[src/rtl/window_frame_ctrl.sv]
// Frame controller joining a PDM sample stream with a window generator.
// Aligns to the window period, emits fixed-length frames, then idles a gap.
module window_frame_ctrl #(
  parameter int unsigned WIDTH_POW2 = 10,
  parameter int unsigned GAP_CYCLES = 16
) (
  input  logic        clk,
  input  logic        rst,
  input  logic        enable,
  input  logic        sample_in_valid,
  output logic        sample_in_ready,
  input  logic        win_valid,
  input  logic        win_last,
  output logic        win_ready,
  output logic        pair_valid,
  output logic        pair_last,
  input  logic        pair_ready,
  output logic [15:0] frame_count,
  output logic        busy,
  output logic        err_misalign
);

  typedef enum logic [1:0] {
    IDLE,
    ALIGN,
    RUN,
    GAP
  } state_t;

  localparam int unsigned GW =
    (GAP_CYCLES > 1) ? $clog2(GAP_CYCLES) : 1;
  localparam logic [GW-1:0] GAP_LAST =
    GW'((GAP_CYCLES > 0) ? GAP_CYCLES - 1 : 0);

  state_t                state;
  state_t                state_nxt;
  logic [WIDTH_POW2-1:0] beat;
  logic [WIDTH_POW2-1:0] beat_nxt;
  logic [GW-1:0]         gap_cnt;
  logic [GW-1:0]         gap_nxt;
  logic                  aligned;
  logic                  aligned_nxt;
  logic                  err_set;
  logic                  frame_inc;
  logic                  xfer;
  logic                  is_last;

  assign is_last = (beat == '1);
  assign busy    = (state != IDLE);

  always_ff @(posedge clk or negedge rst) begin
    if (!rst) begin
      state        <= IDLE;
      beat         <= '0;
      gap_cnt      <= '0;
      aligned      <= 1'b0;
      frame_count  <= '0;
      err_misalign <= 1'b0;
    end else begin
      state   <= state_nxt;
      beat    <= beat_nxt;
      gap_cnt <= gap_nxt;
      aligned <= aligned_nxt;
      if (frame_inc)
        frame_count <= frame_count + 16'd1;
      if (err_set)
        err_misalign <= 1'b1;
    end
  end

  always_comb begin
    state_nxt       = state;
    beat_nxt        = beat;
    gap_nxt         = gap_cnt;
    aligned_nxt     = aligned;
    err_set         = 1'b0;
    frame_inc       = 1'b0;
    xfer            = 1'b0;
    sample_in_ready = 1'b0;
    win_ready       = 1'b0;
    pair_valid      = 1'b0;
    pair_last       = 1'b0;
    unique case (state)
      IDLE: begin
        beat_nxt = '0;
        if (enable)
          state_nxt = aligned ? RUN : ALIGN;
      end
      ALIGN: begin
        win_ready = 1'b1;
        beat_nxt  = '0;
        if (win_valid && win_last) begin
          state_nxt   = RUN;
          aligned_nxt = 1'b1;
        end
      end
      RUN: begin
        pair_valid      = sample_in_valid & win_valid;
        sample_in_ready = win_valid & pair_ready;
        win_ready       = sample_in_valid & pair_ready;
        pair_last       = pair_valid & is_last;
        xfer            = pair_valid & pair_ready;
        if (xfer) begin
          beat_nxt = beat + 1'b1;
          // period end must coincide with frame end
          if (win_last != is_last) begin
            err_set     = 1'b1;
            aligned_nxt = 1'b0;
          end
          if (is_last) begin
            frame_inc = 1'b1;
            if (!win_last)
              state_nxt = enable ? ALIGN : IDLE;
            else if (GAP_CYCLES > 0) begin
              state_nxt = GAP;
              gap_nxt   = '0;
            end else
              state_nxt = enable ? RUN : IDLE;
          end
        end
      end
      GAP: begin
        if (gap_cnt == GAP_LAST) begin
          gap_nxt   = '0;
          state_nxt = enable ? RUN : IDLE;
        end else
          gap_nxt = gap_cnt + 1'b1;
      end
      default: state_nxt = IDLE;
    endcase
  end

endmodule

[config.mk]
export PLATFORM = sky130hd
export DESIGN_NAME = window_frame_ctrl
export DESIGN_NICKNAME = d
export VERILOG_FILES = /design/src/rtl/window_frame_ctrl.sv
export SDC_FILE = /design/constraint.sdc
export NUM_CORES = 1
export LEC_CHECK = 0
export BUFFER_PORTS_ARGS = -buffer_cell sky130_fd_sc_hd__buf_2
export CAP_MARGIN = 20
export CORE_MARGIN = 2
export CORE_UTILIZATION = 30
export DETAILED_ROUTE_END_ITERATION = 12
export PLACE_DENSITY = 0.57
export SLEW_MARGIN = 0
export SYNTH_ARGS = -nofsm -noshare
export SYNTH_HDL_FRONTEND = slang
export SYNTH_SLANG_ARGS = --single-unit
[constraint.sdc]
create_clock -name clk -period 1.7 [get_ports clk]
set_clock_uncertainty 0.05 [all_clocks]
set_input_delay 0.34 -clock clk [delete_from_list [all_inputs] [get_ports clk]]
set_output_delay 0.34 -clock clk [all_outputs]
set_load 0.01 [all_outputs]
Word-level counts from Yosys, hierarchy flattened --
Index checks and enable logic that the tools add are counted.
Storage, ports and cells: flip-flop bits (word level) 34, input bits 7, logic and storage cells 69
Operators by class: $add $sub $neg 3, equal/unequal tests 13, multiplexer cells 31, bitwise logic cells 5, reductions and logical operators 11
Operators by type and width (count):
- 10-bit one-hot mux with 2 select lines | 1
- 16-bit by 1-bit adder with 16-bit output, second input constant | 1
- 2-bit 2-to-1 mux | 8
- 4-bit 2-to-1 mux | 4
- 2-bit inequality test, second input constant | 7
- 1-bit 2-to-1 mux | 13
- 10-bit by 1-bit adder with 10-bit output, second input constant | 1
- 10-bit equality test, second input constant | 1
- 10-bit 2-to-1 mux | 1
- 2-bit one-hot mux with 4 select lines | 1
- 4-bit one-hot mux with 2 select lines | 1
- 4-bit AND reduction | 2
- 2-bit nonzero test | 4
- 1-bit bitwise AND | 5
- 5-bit AND reduction | 1
- 4-bit by 1-bit adder with 4-bit output, second input constant | 1
- 2-bit equality test, second input constant | 2
- 4-bit equality test, second input constant | 1
- 1-bit one-hot mux with 2 select lines | 2
- 2-bit by 1-bit equality test with 1-bit output, second input constant | 1
- 2-bit zero test | 1
- 2-bit AND reduction | 1
- 2-bit OR reduction | 1
- 1-bit logical AND | 1
- 1-bit inequality test | 1

Logic depth before layout (Yosys ltp) --
Gate-level depths: netlist (run 1).
word-level depth 5, mapped depth 8, gate-level depth less buffers 6

Worst setup path before layout (run 1) --
Ideal clock, no wire load.
path type reg-to-reg, from register state[0], to register beat[8], data arrival time 1698 ps, data required time 1572 ps, slack -126 ps, cell stages (with the launch flop) 9, path buffers 2, cells stage by stage dfrtp_1 inv_1 ha_1 buf_4 and4_1 buf_4 nand3_1 or4_1 a21oi_1
On the way: cells in the longest elaborated chain, start to end 4, elaborated cells on any way between the ends 8, those cells by class eq/ne: 3; mux: 1; reduce/logical: 4
RTL lines:
- start, declared | line 35 | state_t state;
- start signal, assigned | line 60 | state <= state_nxt;
- 2-bit by 1-bit equality test with 1-bit output or 2-bit zero test (tied branches) | line 83 | unique case (state)
- 2-bit OR reduction (no line)
- 2-bit nonzero test (no line)
- 2-bit AND reduction (no line)
- end signal, assigned | line 61 | beat <= beat_nxt;
- end, declared | line 37 | logic [WIDTH_POW2-1:0] beat;
Parallel ways exist; a longest one is shown, timed or not. A chain may end at the register's enable or synchronous reset.

Worst setup path after layout (run 1) --
from register state[1], to output pair_last
On the way: cells in the longest elaborated chain, start to end 2
RTL lines:
- 2-bit equality test | line 83
- 1-bit 2-to-1 mux | line 83
- end, declared | line 16 | output logic pair_last,
No other way between the ends.

==> results of run 1 <==
## power groups by stage
stage	logic, W	clock network, W	registers (W)
floorplan	0.000733	0	0.00100
global placement	0.00125	0	0.000984
detailed placement	0.00127	0	0.000986
CTS	0.00144	0.000664	0.000979
global route	0.00177	0.000700	0.000997
finish	0.00161	0.000642	0.000986
## metal layers
metal / routed length, microns / vias up
met4: 62 / 0
met1: 2350 / 882
li1: - / 895
met5: 0 / -
met2: 2560 / 30
met3: 136 / 6
## timing repair
action | in CTS | in global routing
buffers inserted | 5 | 7
gates resized for setup | 13 | 39
pin swaps | 7 | 20
endpoints found under the setup margin | 25 | 34
hold buffers | 1 | 0
hold endpoints to repair | 16 | 0
## sequential cells by signal (all words and copies together) (netlist names)
register,cells
state,2
err_misalign,1
gap_cnt,4
aligned,1
frame_count,16
beat,10
## cell usage in the layout, fill, tap and decap left out, types with 3 or more instances in the layout
| cell type | count |
|---|---|
| ha_4 | 4 |
| buf_4 | 36 |
| buf_2 | 26 |
| nand3_2 | 3 |
| nand2b_1 | 3 |
| xor2_1 | 3 |
| dfrtp_1 | 33 |
| nand3_1 | 8 |
| ha_1 | 3 |
| clkbuf_8 | 6 |
| xnor2_1 | 16 |
| a21oi_1 | 7 |
| inv_1 | 6 |
| o21ai_0 | 3 |
| buf_6 | 12 |
| nand4_1 | 13 |
| nand2_1 | 16 |
| nor4_4 | 3 |
| mux2_2 | 3 |
| nor2_1 | 13 |
| o211ai_1 | 3 |
## layout make-up
class	count	area [sq um]	area share, %
tap	80	100	3.35
sequential	34	852	28.5
inverter	8	30.0	1.00
clock buffer	6	82.6	2.76
clock inverter	2	12.5	0.418
multi-input combinational	156	1330	44.6
timing repair buffer	77	581	19.4
## stage by stage
step           hold slack, ns  cell area [sq um]  setup TNS (ns)  total power, W
2_1_floorplan        -0.00559               2070          -0.184         0.00174
3_3_place_gp            0.252               2550          -0.208         0.00223
3_5_place_dp            0.258               2550          -0.516         0.00225
4_1_cts                 0.411               2760           -1.20         0.00308
5_1_grt                 0.414               2990           -3.03         0.00347
6_report                0.406               2990          -0.614         0.00324
## cell families after synthesis
kind of cell	after synthesis	synth area share, %
and+or+nand+nor	88	26.3
buffers and inverters	16	3.49
xor gates and xnor gates	22	9.43
adders and majority gates	8	4.90
muxes	5	2.63
AOI/OAI and AO/OA	33	11.6
DFF	34	41.6
## worst max-delay path by stage
stage | startpoint | end | slack, ns
2_1_floorplan | state[0] | frame_count[1] | -0.08
3_3_place_gp | state[0] | state[1] | -0.09
3_5_place_dp | state[0] | state[1] | -0.11
4_1_cts | state[1] | pair_last | -0.13
5_1_grt | state[0] | state[1] | -0.19
6_report | state[1] | pair_last | -0.13
==> impl_results.md, run 1 <==
* P_int at 0.00208 W
* Critical path endpoint category: primary output
* Initial antenna violation count at 0
* Reg power frac at 30.4%
* Top cells by area, synth: dfrtp_1 42%, xnor2_1 7.7%, ha_1 4.9%
* # diodes at 0
* Vias in the first global route at 1677
* Met2 global-route usage at 22.9%
* Yosys warnings at 0
* Die area at 0.00749 sq mm
* H-tree Lvls at 2
* Busiest metal layer after global routing: met2
* Slew headroom at 63.1%
* Initial DRC count at 37
* Setup CP Type: register to primary output
* GRT Util Overall at 14.0%
* Switching Fraction at 35.8%
* Crit-path cells: ha_4, buf_8, and3_4, and2_4, buf_6
* Syn_nets at 221
* Final WS setup at -0.127 ns
* Root buffer cell: clkbuf_8
* Reg2Reg Capture Point: beat[9]
* Hold Crit Start: err_misalign
* Peak VDD IR at 0.000536 V
* Unrepaired setup endpoints after global routing: yes
* Reg-to-Reg Start: state[1]
* Worst-path clk slew at 0.08 ns
* Die height at 86.5 microns
* Final cell utilization of the core at 44.8%
* Violated checks: setup timing
* Post-synthesis sequential area ratio at 41.6%
* CTS Buffer Depth at 2
* Top cell type by total area after synthesis: dfrtp_1
* Overall routed net length at 5110 microns
* CTS tree: yes
* Vias at 1813
* GR Layer Usage met1 at 18.8%
* R2R setup slack at -0.07 ns
* Reg2reg path depth at 7
* Area grow syn2layout at 46.4%
* Pleak at 1.38 nW
* Power per cell area at 1080 mW/mm^2
* Period utilization at 107%
* I/O Buffers at 28
* Gr ovfl total at 0
* Yosys cell types at 45
* Slowest CP cell: dfrtp_2
* Top cell types by occurrence after synthesis: 34 x dfrtp_1, 18 x nand2_1, 18 x xnor2_1
* Pre-CTS setup slack at -0.109 ns
* Crit path launch type: register
* DRT Pass-1 Iters at 4
* Number of enable flip-flop cells after synthesis at 0
* Clock latency on the worst-skew pair at 0.29 ns
* Final Net Count at 297
* Outcome: finished with violations
* Max Cap Violations at 0
* WL per Instance at 14.1 microns
* Power share of the combinational group at 49.8%
* WP data required at 1.31 ns
* Clock network power share at 19.8%
* Fmax at 0.547 GHz
* Filler cells at 652
* First-pass GRT wire length at 8250 microns
* Core area at 0.00668 sq mm
* Layout cells sized above 1 at 45.2%
* ANT nets after route at 0
* Hold Path Class: register to register
* Initial Utilization at 30.6%
* Post-layout min period at 1.83 ns
* Placer congestion estimate at 0.904
* Fin cells at 363
* Worst Tran Pin Value at 0.552 ns
* Psw at 0.00116 W
* Core Rows at 30
* Cells after DPL at 342
* Number of cells on the critical path at 5
* I/O Pins at 29
* Die Wd at 86.5 microns
* Worst path bufs/invs at 2
* Largest net degree at the start of global routing at 19
* Yosys reg bits at 34
* Worst EP arrival at 1.44 ns
* Critical Path Fanout Max at 7
* Dpl hpwl at 3670 microns
* CP max stage delay at 0.44 ns
* Top_reg_cell synth: dfrtp_1
* Final setup viols at 16
* Post-Syn Instances at 206
* Async SR Flop Fraction at 100%
* Final Hold Viols at 0
* CTS sink cnt at 34
* Drt via density at 4.99
* Residual DRC at 0
* CP top delay family: flip-flops
* Count leader, synth: dfrtp_1
* Slew Viols, Final at 0
* Syn avg cell area at 9.92 sq um
* Hold path cells at 1
* CTS Buf Count at 5
* Worst Hold Path EP: err_misalign
* Routing usage on met3 at 2.86%
* Synth top area share at 41.6%
* Mapped cell area at 0.00204 sq mm
Note: power is estimated with default switching activity, not from simulation.
==> run 2: changes to the inputs <==
Settings changed: CORE_ASPECT_RATIO from default to 0.6, RECOVER_POWER from default to 50.
==> impl_results.md, run 2 (synthesized netlist as in run 1, its figures left out) <==
* Outcome: finished with violations
* Violated checks: setup timing
* Placer congestion estimate at 0.822
* Largest net degree at the start of global routing at 35
* H-tree Lvls at 2
* R2R setup slack at -0.07 ns
* Dpl hpwl at 3870 microns
* CTS sink cnt at 34
* Final Net Count at 302
* Pre-CTS setup slack at -0.138 ns
* GRT Util Overall at 15.6%
* Multi-input gate area at 0.00130 sq mm
* Largest regs: frame_count: 16 flops, beat: 10 flops, gap_cnt: 4 flops
* Unrepaired setup endpoints after global routing: yes
* Hold Path Class: primary input to asynchronous set/reset pin
* Worst EP arrival at 1.44 ns
* WP data required at 1.31 ns
* Most frequent cells in the layout: 42 x buf_4, 33 x dfrtp_1, 27 x buf_2
* Gr ovfl total at 0
* Residual DRC at 0
* Post-layout min period at 1.83 ns
* DRT Pass-1 Iters at 5
* Worst Tran Pin Value at 0.868 ns
* Core area at 0.00662 sq mm
* CP dominant cell by count: buf_6
* Clock latency on the worst-skew pair at 0.28 ns
* First-pass GRT wire length at 9260 microns
* Layout cells sized above 1 at 43.8%
* Setup CP Type: register to primary output
* WL per Instance at 15.3 microns
* Power per cell area at 1130 mW/mm^2
* Vias in the first global route at 1786
* Core Rows at 23
* Drt via density at 5.06
* Die area at 0.00751 sq mm
* Final setup viols at 16
* CTS tree: yes
* Crit path launch type: register
* Critical path endpoint category: primary output
* Area grow syn2layout at 48.9%
* Initial Utilization at 30.9%
* Max FFs per register at 16
* Slowest CP cell: dfrtp_2
* Overall routed net length at 5750 microns
* Fmax at 0.546 GHz
* Filler cells at 617
* Commonest non-fill, non-tap cell in the layout: buf_4
* # diodes at 0
* Root buffer cell: clkbuf_16
* Final Hold Viols at 0
* Max Cap Violations at 0
* Worst-path clk slew at 0.06 ns
* Die Wd at 111 microns
* I/O Buffers at 28
* Peak VDD IR at 0.000616 V
* Slew headroom at 42.1%
* Crit-path cells: ha_4, buf_6, and3_4, and2_4, buf_6
* Slew Viols, Final at 0
* CTS Buffer Depth at 2
* Reg2reg path depth at 7
* Pleak at 1.46 nW
* Sequential cell area at 852 sq um
* CTS Buf Count at 5
* Reg with most FFs: frame_count
* Period utilization at 108%
* Reg2Reg Capture Point: beat[8]
* Initial DRC count at 156
* I/O Pins at 29
* Critical Path Fanout Max at 5
* Die height at 67.9 microns
* Final WS setup at -0.132 ns
* ANT nets after route at 0
* Vias at 1899
* Reg-to-Reg Start: state[0]
* Initial antenna violation count at 0
* Design Power at 0.00344 W
* CP max stage delay at 0.45 ns
run 2: critical path, delay by kind of cell (launching register included):
family / cells / cell delay (ns)
flip-flops: 1 / 0.45
adder cells (fa/ha/maj): 1 / 0.19
buffers and inverters: 2 / 0.23
AND/OR/NAND/NOR: 2 / 0.29
run 2: worst max path at each step:
stage | from | to | slack, ns | depth (start not counted)
after global routing | state[0] | pair_last | -0.16 | 6
after CTS | state[1] | pair_last | -0.11 | 5
final | state[1] | pair_last | -0.13 | 5
after floorplan | state[0] | frame_count[1] | -0.08 | 6
after detailed placement | state[0] | frame_count[1] | -0.14 | 5
after global placement | state[1] | state[1] | -0.09 | 5
run 2: what timing repair did:
action | CTS | global route
resized for setup | 18 | 25
endpoints found under the setup margin | 23 | 34
pin swaps | 13 | 19
hold buffers | 0 | 0
setup buffers | 11 | 5
run 2: power by group:
group | leakage [nW] | switching, W | total, W | internal [W]
clock | 0.0729 | 0.000346 | 0.000926 | 0.000580
sequential | 0.457 | 0.0000749 | 0.000981 | 0.000906
combinational | 0.931 | 0.000756 | 0.00153 | 0.000778
total | 1.46 | 0.00118 | 0.00344 | 0.00226
run 2: per-stage QoR:
stage	setup TNS (ns)	std cells	hold slack [ns]	area (sq um)	util [%]
2_1_floorplan	-0.184	206	-0.00559	2070	-
3_3_place_gp	-0.364	352	0.354	2580	39.0
3_5_place_dp	-1.07	352	0.354	2580	39.0
4_1_cts	-0.723	371	0.0570	2910	43.9
5_1_grt	-2.33	375	0.291	3040	46.0
6_report	-0.848	375	0.198	3040	46.0
run 2: layout make-up:
cell class / instances / share of cell area, %
Clock buffer: 6 / 4.57
Clock inverter: 2 / 0.411
Inverter: 8 / 0.987
Multi-Input combinational cell: 156 / 42.7
Sequential cell: 34 / 28.0
Tap cell: 87 / 3.58
Timing Repair Buffer: 82 / 19.7
run 2: per-layer routing:
metal | track usage (%) | vias up | wire, microns
met1 | 23.8 | 928 | 3070
met5 | 0 | - | 0
met4 | 4.84 | 0 | 57
met3 | 3.37 | 9 | 256
li1 | - | 910 | -
met2 | 21.6 | 52 | 2370
==> run 3: changes to the inputs <==
Settings changed: PLACE_DENSITY 0.57 to 0.55.
Clock period 1.7 ns to 1.83 ns, I/O delays scaled along.
==> impl_results.md, run 3 (synthesized netlist as in run 1, its figures left out) <==
* Outcome: complete, no violations
* Die height at 67.9 microns
* Area grow syn2layout at 41.7%
* Final WS setup at 0.0147 ns
* Drt via density at 4.89
* Cells after DPL at 350
* Clock latency on the worst-skew pair at 0.28 ns
* Layout cells sized above 1 at 36.4%
* CTS Buf Count at 5
* CP max stage delay at 0.41 ns
* I/O Buffers at 28
* DRT Pass-1 Iters at 4
* WL per Instance at 13.9 microns
* Residual DRC at 0
* Setup CP Type: register to primary output
* Final Hold Viols at 0
* Worst Hold Path EP: err_misalign
* Vias at 1810
* First-pass GRT wire length at 8370 microns
* Cell area after layout at 0.00290 sq mm
* Filler cells at 654
* Reg2Reg Capture Point: gap_cnt[2]
* Critical Path Fanout Max at 4
* Design Power at 0.00313 W
* Overall routed net length at 5130 microns
* Worst EP arrival at 1.40 ns
* Initial DRC count at 92
* Gr ovfl total at 0
* Initial Utilization at 30.9%
* # diodes at 0
* Most frequent cells in the layout: 42 x buf_4, 33 x dfrtp_1, 18 x xnor2_1, 18 x buf_2, 17 x nand2_1
* Worst path bufs/invs at 3
* Slowest CP cell: dfrtp_2
* Vias in the first global route at 1688
* Dpl hpwl at 3800 microns
* CTS Buffer Depth at 2
* R2R setup slack at 0.07 ns
* Post-Place Cell Area at 0.00253 sq mm
* Period utilization at 99.2%
* Pleak at 1.34 nW
* Die Wd at 111 microns
* CTS sink cnt at 34
* Reg-to-Reg Start: beat[1]
* Largest regs: frame_count: 16 flops, beat: 10 flops, gap_cnt: 4 flops
* Post-layout min period at 1.82 ns
* GRT Util Overall at 14.1%
* Max Cap Violations at 0
* Fin cells at 370
* Crit-path cells: inv_2, ha_4, buf_4, a21oi_4, nor2b_4, buf_6
* Core area at 0.00662 sq mm
* Worst Tran Pin Value at 0.892 ns
* Hold Crit Start: err_misalign
* H-tree Lvls at 2
* Die area at 0.00751 sq mm
* Worst-path clk slew at 0.05 ns
* Slew headroom at 40.5%
* I/O Pins at 29
* Reg with most FFs: frame_count
* Largest net degree at the start of global routing at 18
* Fmax at 0.551 GHz
* Peak VDD IR at 0.000546 V
* Hold path cells at 1
* Hold Path Class: register to register
* Pre-CTS setup slack at 0.0109 ns
* WP data required at 1.41 ns
* Final setup viols at 0
* CP top delay family: flip-flops
* Reg2reg path depth at 6
* Power per cell area at 1080 mW/mm^2
* Critical path endpoint category: primary output
* Crit path launch type: register
* Slew Viols, Final at 0
* Unrepaired setup endpoints after global routing: yes
* Placer congestion estimate at 0.832
* Core Rows at 23
* Initial antenna violation count at 0
* Root buffer cell: clkbuf_16
* Final Net Count at 297
* ANT nets after route at 0
* Commonest non-fill, non-tap cell in the layout: buf_4
* Max FFs per register at 16
* CTS tree: yes
==> run 3: cell types whose count changed in the layout (fill, tap and decap cells not counted), sizes merged <==
cell         previous run  this run
buf                    81        66
clkbuf                  7        16
dlygate4sd3             0         1
==> run 3: stage by stage <==
stage	utilization, %	hold WS [ns]	TNS [ns]
final	43.7	0.404	0
after global routing	43.7	0.429	-0.0675
after CTS	42.4	0.408	-0.00229
after detailed placement	38.2	0.253	0
after global placement	38.2	0.253	0
after floorplan	-	0.0204	0
==> run 3: report_power, final <==
part	total, W	switching (W)	leakage, nW	internal [W]
Clock	0.000852	0.000314	0.0729	0.000538
Combinational	0.00137	0.000674	0.810	0.000695
Sequential	0.000912	0.0000701	0.457	0.000841
Total	0.00313	0.00106	1.34	0.00207
==> run 3: layout make-up <==
cell class	instances	area, sq um	area share [%]
Clock buffer	6	139	4.80
Clock inverter	2	12.5	0.432
Multi-Input combinational cell	156	1230	42.5
Tap cell	87	109	3.76
Sequential cell	34	852	29.4
Inverter	8	30.0	1.04
Timing Repair Buffer	77	523	18.1
==> run 3: per-layer routing <==
metal | vias to the layer above | GRT usage (%) | routed length [microns]
met4 | 0 | 2.66 | 21
li1 | 905 | - | -
met3 | 2 | 3.45 | 150
met5 | - | 0 | 0
met1 | 874 | 21.8 | 2930
met2 | 29 | 19.9 | 2020
==> run 3: how the worst max path moves through the flow <==
stage | slack (ns) | from | to | cells past startpoint
finish | 0.01 | state[1] | win_ready | 6
global route | -0.04 | state[0] | pair_last | 6
CTS | -0.002 | state[1] | pair_last | 5
detailed placement | 0.01 | beat[0] | frame_count[1] | 4
global placement | 0.05 | beat[0] | frame_count[1] | 4
floorplan | 0.004 | state[0] | beat[8] | 8
==> run 3: what timing repair did <==
action,CTS,global route
setup endpoints to repair,3,22
gates cloned,0,0
setup buffers,7,4
pin swaps,5,5
gates resized for setup,14,15
hold buffers,1,0
hold endpoints to repair,15,0
